===== config.mk =====
export PLATFORM = sky130hd
export DESIGN_NAME = mem_request_master
export DESIGN_NICKNAME = d
export VERILOG_FILES = /design/src/rtl/mem_request_master.sv
export SDC_FILE = /design/constraint.sdc
export NUM_CORES = 1
export LEC_CHECK = 0
export ABC_AREA = 1
export CAP_MARGIN = 30
export CORE_MARGIN = 2
export CORE_UTILIZATION = 40
export DETAILED_ROUTE_END_ITERATION = 6
export HOLD_SLACK_MARGIN = 0.05
export PLACE_DENSITY_LB_ADDON = 0.1
export SLEW_MARGIN = 15
export SYNTH_ARGS = -nofsm -noshare
export SYNTH_HDL_FRONTEND = slang
export SYNTH_SLANG_ARGS = --single-unit

===== constraint.sdc =====
create_clock -name clk -period 4.5 [get_ports clk]
set_clock_uncertainty 0.1 [all_clocks]
set_input_delay 0.9 -clock clk [delete_from_list [all_inputs] [get_ports clk]]
set_output_delay 0.9 -clock clk [all_outputs]
set_load 0.05 [all_outputs]

===== src/rtl/mem_request_master.sv =====
// mem_request_master
//   Initiator side of the main-memory port. Takes single-beat or burst
//   read/write commands from a client and issues one memory strobe per beat.
//   It holds each strobe for HOLD_CYCLES and then waits in RECOV until
//   ready_mem returns high. Read beats come back on rd_data/rd_valid.
//
//   Optional feature: define MEM_REQ_TIMEOUT_EN to bound the RECOV wait to
//   TIMEOUT_CYCLES cycles. On expiry it sets the sticky err flag, drops the
//   remaining beats and completes the burst. Without the macro err is tied 0.
//
//   Handshakes (strict valid/ready):
//     a transfer happens on a posedge where valid & ready are both high.
//     valid never waits on ready; ready is a pure function of state
//     (cmd_ready = IDLE, wr_ready = WDAT).
//
// Ports
//   clk, reset            clock; synchronous active-high reset
//   cmd_valid/cmd_ready   command handshake; cmd_we, cmd_addr, cmd_len
//                         give direction, first address and beats-1
//   wr_data/wr_valid/     write beat handshake
//   wr_ready
//   rd_data/rd_valid      registered read beat, one-cycle pulse, no backpressure
//   busy, done, err       status: not idle, burst end pulse, sticky timeout
//   rd_mem, wr_mem,       registered memory strobes, address and write data
//   addr_mem, data_in
//   data_out, ready_mem   memory read data and idle indication
//   state_dbg             current FSM state (IDLE=0, WDAT=1, STRB=2, RECOV=3)

module mem_request_master #(
  parameter int AWIDTH         = 9,
  parameter int DWIDTH         = 32,
  parameter int LWIDTH         = 4,
  parameter int HOLD_CYCLES    = 1,
  parameter int TIMEOUT_CYCLES = 64
) (
  input  logic              clk,
  input  logic              reset,
  input  logic              cmd_valid,
  output logic              cmd_ready,
  input  logic              cmd_we,
  input  logic [AWIDTH-1:0] cmd_addr,
  input  logic [LWIDTH-1:0] cmd_len,
  input  logic [DWIDTH-1:0] wr_data,
  input  logic              wr_valid,
  output logic              wr_ready,
  output logic [DWIDTH-1:0] rd_data,
  output logic              rd_valid,
  output logic              busy,
  output logic              done,
  output logic              err,
  output logic              rd_mem,
  output logic              wr_mem,
  output logic [AWIDTH-1:0] addr_mem,
  output logic [DWIDTH-1:0] data_in,
  input  logic [DWIDTH-1:0] data_out,
  input  logic              ready_mem,
  output logic [1:0]        state_dbg
);

  localparam int HW = (HOLD_CYCLES > 1) ? $clog2(HOLD_CYCLES) : 1;

  typedef enum logic [1:0] {IDLE = 2'd0, WDAT = 2'd1, STRB = 2'd2, RECOV = 2'd3} state_t;

  state_t            state_q, state_n;
  logic [HW-1:0]     hold_q, hold_n;
  logic [LWIDTH-1:0] beats_q, beats_n;
  logic              we_q, we_n;
  logic              rd_mem_n, wr_mem_n, rd_valid_n, done_n;
  logic [AWIDTH-1:0] addr_n;
  logic [DWIDTH-1:0] din_n, rdata_n;

`ifdef MEM_REQ_TIMEOUT_EN
  localparam int TW = $clog2(TIMEOUT_CYCLES + 1);
  logic [TW-1:0] tcnt_q, tcnt_n;
  logic          err_q, err_n;
  assign err = err_q;
`else
  assign err = 1'b0;
`endif

  assign cmd_ready = (state_q == IDLE);
  assign wr_ready  = (state_q == WDAT);
  assign busy      = (state_q != IDLE);
  assign state_dbg = state_q;

  always_comb begin
    state_n    = state_q;
    hold_n     = hold_q;
    beats_n    = beats_q;
    we_n       = we_q;
    rd_mem_n   = rd_mem;
    wr_mem_n   = wr_mem;
    addr_n     = addr_mem;
    din_n      = data_in;
    rdata_n    = rd_data;
    rd_valid_n = 1'b0;
    done_n     = 1'b0;
`ifdef MEM_REQ_TIMEOUT_EN
    tcnt_n     = tcnt_q;
    err_n      = err_q;
`endif
    case (state_q)
      IDLE: begin
        if (cmd_valid) begin
          we_n    = cmd_we;
          addr_n  = cmd_addr;
          beats_n = cmd_len;
`ifdef MEM_REQ_TIMEOUT_EN
          err_n   = 1'b0;
`endif
          if (cmd_we) begin
            state_n = WDAT;
          end else begin
            state_n  = STRB;
            rd_mem_n = 1'b1;
            hold_n   = HW'(HOLD_CYCLES - 1);
          end
        end
      end
      WDAT: begin
        // Strobe and data register together so memory sees both on the
        // same following negedge.
        if (wr_valid) begin
          din_n    = wr_data;
          wr_mem_n = 1'b1;
          hold_n   = HW'(HOLD_CYCLES - 1);
          state_n  = STRB;
        end
      end
      STRB: begin
        if (hold_q == '0) begin
          rd_mem_n = 1'b0;
          wr_mem_n = 1'b0;
          state_n  = RECOV;
`ifdef MEM_REQ_TIMEOUT_EN
          tcnt_n   = '0;
`endif
        end else begin
          hold_n = hold_q - HW'(1);
        end
      end
      RECOV: begin
        if (ready_mem) begin
          if (!we_q) begin
            rdata_n    = data_out;
            rd_valid_n = 1'b1;
          end
          if (beats_q != '0) begin
            beats_n = beats_q - LWIDTH'(1);
            addr_n  = addr_mem + AWIDTH'(1);  // wraps at 2^AWIDTH
            if (we_q) begin
              state_n = WDAT;
            end else begin
              state_n  = STRB;
              rd_mem_n = 1'b1;
              hold_n   = HW'(HOLD_CYCLES - 1);
            end
          end else begin
            done_n  = 1'b1;
            state_n = IDLE;
          end
        end
`ifdef MEM_REQ_TIMEOUT_EN
        else if (tcnt_q == TW'(TIMEOUT_CYCLES - 1)) begin
          err_n   = 1'b1;
          done_n  = 1'b1;
          state_n = IDLE;
        end else begin
          tcnt_n = tcnt_q + TW'(1);
        end
`endif
      end
      default: state_n = IDLE;
    endcase
  end

  always_ff @(posedge clk) begin
    if (reset) begin
      state_q  <= IDLE;
      hold_q   <= '0;
      beats_q  <= '0;
      we_q     <= 1'b0;
      rd_mem   <= 1'b0;
      wr_mem   <= 1'b0;
      addr_mem <= '0;
      data_in  <= '0;
      rd_data  <= '0;
      rd_valid <= 1'b0;
      done     <= 1'b0;
`ifdef MEM_REQ_TIMEOUT_EN
      tcnt_q   <= '0;
      err_q    <= 1'b0;
`endif
    end else begin
      state_q  <= state_n;
      hold_q   <= hold_n;
      beats_q  <= beats_n;
      we_q     <= we_n;
      rd_mem   <= rd_mem_n;
      wr_mem   <= wr_mem_n;
      addr_mem <= addr_n;
      data_in  <= din_n;
      rd_data  <= rdata_n;
      rd_valid <= rd_valid_n;
      done     <= done_n;
`ifdef MEM_REQ_TIMEOUT_EN
      tcnt_q   <= tcnt_n;
      err_q    <= err_n;
`endif
    end
  end

endmodule

==> summary.txt <==
GRT
  • Antenna violations before repair: 0
  • First-pass GRT wire length: between 15000 and 20000 µm
  • Maximum number of pins on one net before global-route repair: between 40 and 50
  • Via count of the first global-routing pass: 3452
  • Total congestion overflow: 0
  • Total routing usage reported by global routing: between 20 and 25%

Floorplan
  • Die Ht: 97.7 µm
  • Full die area: between 9000 and 10000 µm²
  • Top-level port count: about 170
  • Die extent in x: 97.7 µm
  • Initial Util: about two fifths
  • FP Rows: 34
  • Floorplan Core Area: ~8600 µm²

Placement
  • RD Place Congestion: approximately 0.81
  • HPWL Detailed: about 6800 µm
  • Placed insts: ~720
  • Port Buffer Count: about 160

Worst setup path
  • Critical-path cell with the highest stage delay: sky130_fd_sc_hd__clkdlybuf4s50_1
  • Maximum fanout along the worst path: 34
  • CP top delay family: buffers and inverters
  • End of the worst register-to-register path: rd_data[8]
  • CP Class: reg2out
  • Start of the worst register-to-register path: state_dbg[1]
  • Worst path cell trace: nand2_1 > inv_2 > clkdlybuf4s50_1
  • Worst R2R Path Depth: 6
  • Required time of the critical path: between 3000 and 4000 ps
  • Slack of the worst reg-to-reg path: around 2100 ps
  • CP Buf/Inv Count: 2
  • WP data arrival: 2270 ps
  • Sort of element at the end of the critical path: primary output
  • Crit-path max cell delay: between 900 and 1000 ps
  • Critical Path Source Type: flip-flop

Synthesis
  • Post-synth net total: 560
  • Xor-xnor portion of the synthesized cell area: 0%
  • Adder and majority gate portion of the synthesized area: less than 1%
  • Share of synthesized cell area in and, or, nand and nor gates: slightly below 30%
  • Post-synthesis cell type with the largest combined area: sky130_fd_sc_hd__dfxtp_1
  • Number of storage elements in the synthesis netlist: 84
  • Post-synth top area share: 47.8%
  • Distinct cell type count of the synthesized netlist: 29
  • Combinational family with the most area after synthesis: simple AND/OR/NAND/NOR gates
  • Part of the Yosys area used for sequential elements: between 40% and 50%
  • Gate count of the mapped netlist: 475
  • Average instance area after synthesis: approximately 7.4 µm²
  • Multiplexer share of the synthesized area: 0%
  • Number of warning messages in the yosys log: 0
  • Post-synthesis cell area: approximately 3500 µm²
  • Area contributors post-synth: sky130_fd_sc_hd__dfxtp_1 (48%), sky130_fd_sc_hd__nor2_1 (9.6%), sky130_fd_sc_hd__nand2_1 (8.8%), sky130_fd_sc_hd__nand3_1 (6.4%), sky130_fd_sc_hd__o21ai_0 (6.4%)
  • Compound-cell area share of the yosys netlist: 14.5%

Pwr
  • Post-route total power: around 2500 µW
  • Power Density: 456 nW/µm²
  • Static leakage: 0.00200 µW
  • Maximum vdd ir drop: ~0.21 mV

STA
  • Final number of max-transition violations: 0
  • Setup repair after global routing missed its margin: no
  • Final critical-path required period: between 3000 and 4000 ps
  • Finish-stage setup viols: 0
  • Slew at the pin closest to its max-slew limit: 664 ps
  • Top achievable clock speed: between 300 and 400 MHz
  • Total Negative Setup Slacks: 0 ps
  • Rel. slew slack: about 56%
  • Final worst path period share: between 70 and 80%
  • Final hold violations: 0

Drt
  • Mean routed wirelength per cell: 13.1 µm
  • Initial detailed-routing violation count: 131
  • Via count: 3607
  • Detailed-routing iteration count for the pre-antenna-repair pass: 4
  • Antenna Nets Post-Route: 0
  • Routed Wire Length: ~9700 µm
  • Post-DR vias/cell: approximately 4.9
  • DRC errors left: 0

Final layout
  • Post-Layout Cell Count: 738
  • Count of inserted antenna diode cells: 0
  • Net count, final: 710
  • Fraction of layout instances using a drive strength above 1: between 7 and 8%
  • Most frequent cells in the layout: sky130_fd_sc_hd__clkdlybuf4s50_1 (163), sky130_fd_sc_hd__nor2_1 (90), sky130_fd_sc_hd__dfxtp_1 (84), sky130_fd_sc_hd__nand2_1 (82)
  • Post-synthesis to final-layout area growth: 53.6%
  • Most common cell after layout, fill and taps aside: sky130_fd_sc_hd__clkdlybuf4s50_1

Run status
  • Status: finished clean

Clock network
  • Clock network latency to the later pin of the worst-skew pair: around 340 ps
  • Worst-path clk slew: around 80 ps
  • CTS Sinks: 84
  • CTS H-Tree Depth: 3
  • Clock tree from TritonCTS: done
  • Number of gates resized after CTS: 0
  • CTS Buf Count: 9
  • Hold-fix buffer count after cts: 0
  • Number of setup buffers added after CTS: 0
  • Number of buffers between clock root and the deepest sink: 2
  • Clock tree root buffer cell: sky130_fd_sc_hd__clkbuf_8

Worst hold path
  • Startpoint of the tightest hold check path: rd_mem
  • Worst hold path type: reg2reg
  • Worst-case hold path end point: rd_mem
  • Count of cells along the worst hold path: 2

Run
  • Max Cap Viol: 0
## worst max path at each step
stage | cells past startpoint | to | start
after floorplan | 2 | busy | state_dbg[1]
after global placement | 5 | data_in[31] | wr_valid
after CTS | 3 | wr_ready | state_dbg[0]
after global routing | 3 | wr_ready | state_dbg[0]
final | 3 | wr_ready | state_dbg[0]
after detailed placement | 5 | rd_data[0] | ready_mem
## cells by family after synthesis
family / count (synthesis)
AOI/OAI and AO/OA: 95
other: 1
buffers and inverters: 57
adders and majority gates: 2
DFF: 84
and+or+nand+nor: 236
## state kept, by name (all words and copies together) (netlist names)
| signal | flops |
|---|---|
| addr_mem | 9 |
| we_q | 1 |
| rd_mem | 1 |
| beats_q | 4 |
| rd_data | 32 |
| wr_mem | 1 |
| state_dbg | 2 |
| data_in | 32 |
| done | 1 |
| rd_valid | 1 |
## where the power goes
part / switching, µW / internal, µW / total [µW]
Combinational: 644 / 340 / 984
Sequential: 71.8 / 833 / 905
Clock: 260 / 314 / 574
## per-layer routing
layer,global-route usage [%],share of wire (%),up-vias
met4,7.59,1.9,0
li1,-,-,1837
met1,25.8,44,1610
met2,33.0,45,144
met5,0,0,-
met3,7.16,9.2,16
## synthesized netlist by cell type
cell,instances
sky130_fd_sc_hd__nand2_8,1
sky130_fd_sc_hd__inv_2,3
sky130_fd_sc_hd__conb_1,1
sky130_fd_sc_hd__buf_2,4
sky130_fd_sc_hd__nand2_2,7
sky130_fd_sc_hd__clkbuf_1,18
sky130_fd_sc_hd__nand3_1,45
sky130_fd_sc_hd__nor3_1,1
sky130_fd_sc_hd__inv_1,23
sky130_fd_sc_hd__clkinv_4,1
sky130_fd_sc_hd__o211ai_1,1
sky130_fd_sc_hd__nand2_4,2
sky130_fd_sc_hd__nor2_1,90
sky130_fd_sc_hd__nor2_2,1
sky130_fd_sc_hd__nand3b_1,1
sky130_fd_sc_hd__o21ai_0,45
sky130_fd_sc_hd__ha_1,2
sky130_fd_sc_hd__or2_2,2
sky130_fd_sc_hd__buf_4,6
sky130_fd_sc_hd__a21oi_2,6
sky130_fd_sc_hd__inv_6,1
sky130_fd_sc_hd__a21oi_1,41
sky130_fd_sc_hd__nand2_1,82
sky130_fd_sc_hd__nand3_4,1
sky130_fd_sc_hd__dfxtp_1,84
sky130_fd_sc_hd__o21ai_2,2
sky130_fd_sc_hd__nand4_1,2
sky130_fd_sc_hd__buf_12,1
sky130_fd_sc_hd__nand3_2,1
## layout make-up
cell class,instances,area (µm²)
timing repair buffer,168,1690
clock buffer,12,135
inverter,28,115
multi-input combinational,334,1570
tap,108,135
sequential,84,1680
fill,783,3240
clock inverter,4,73.8
## stage by stage
step / worst slack [ps] / utilization (%) / hold WS, ps / area, µm²
global route: 1050 / 62.5 / 376 / 5400
finish: 1230 / 62.5 / 350 / 5400
CTS: 1210 / 62.5 / 353 / 5400
global placement: 1520 / 59.6 / 336 / 5150
detailed placement: 1520 / 60.1 / 340 / 5190
floorplan: 1970 / - / 363 / 3510
## worst register-to-register path, cell delays in order (launching register included)
cell and delay, ps:
sky130_fd_sc_hd__dfxtp_1 510, sky130_fd_sc_hd__nand2_4 190, sky130_fd_sc_hd__clkinv_4 200, sky130_fd_sc_hd__nand3_2 490
sky130_fd_sc_hd__inv_2 650, sky130_fd_sc_hd__nor2_1 100, sky130_fd_sc_hd__nor2_1 120
Note: power is estimated with default switching activity, not from simulation.
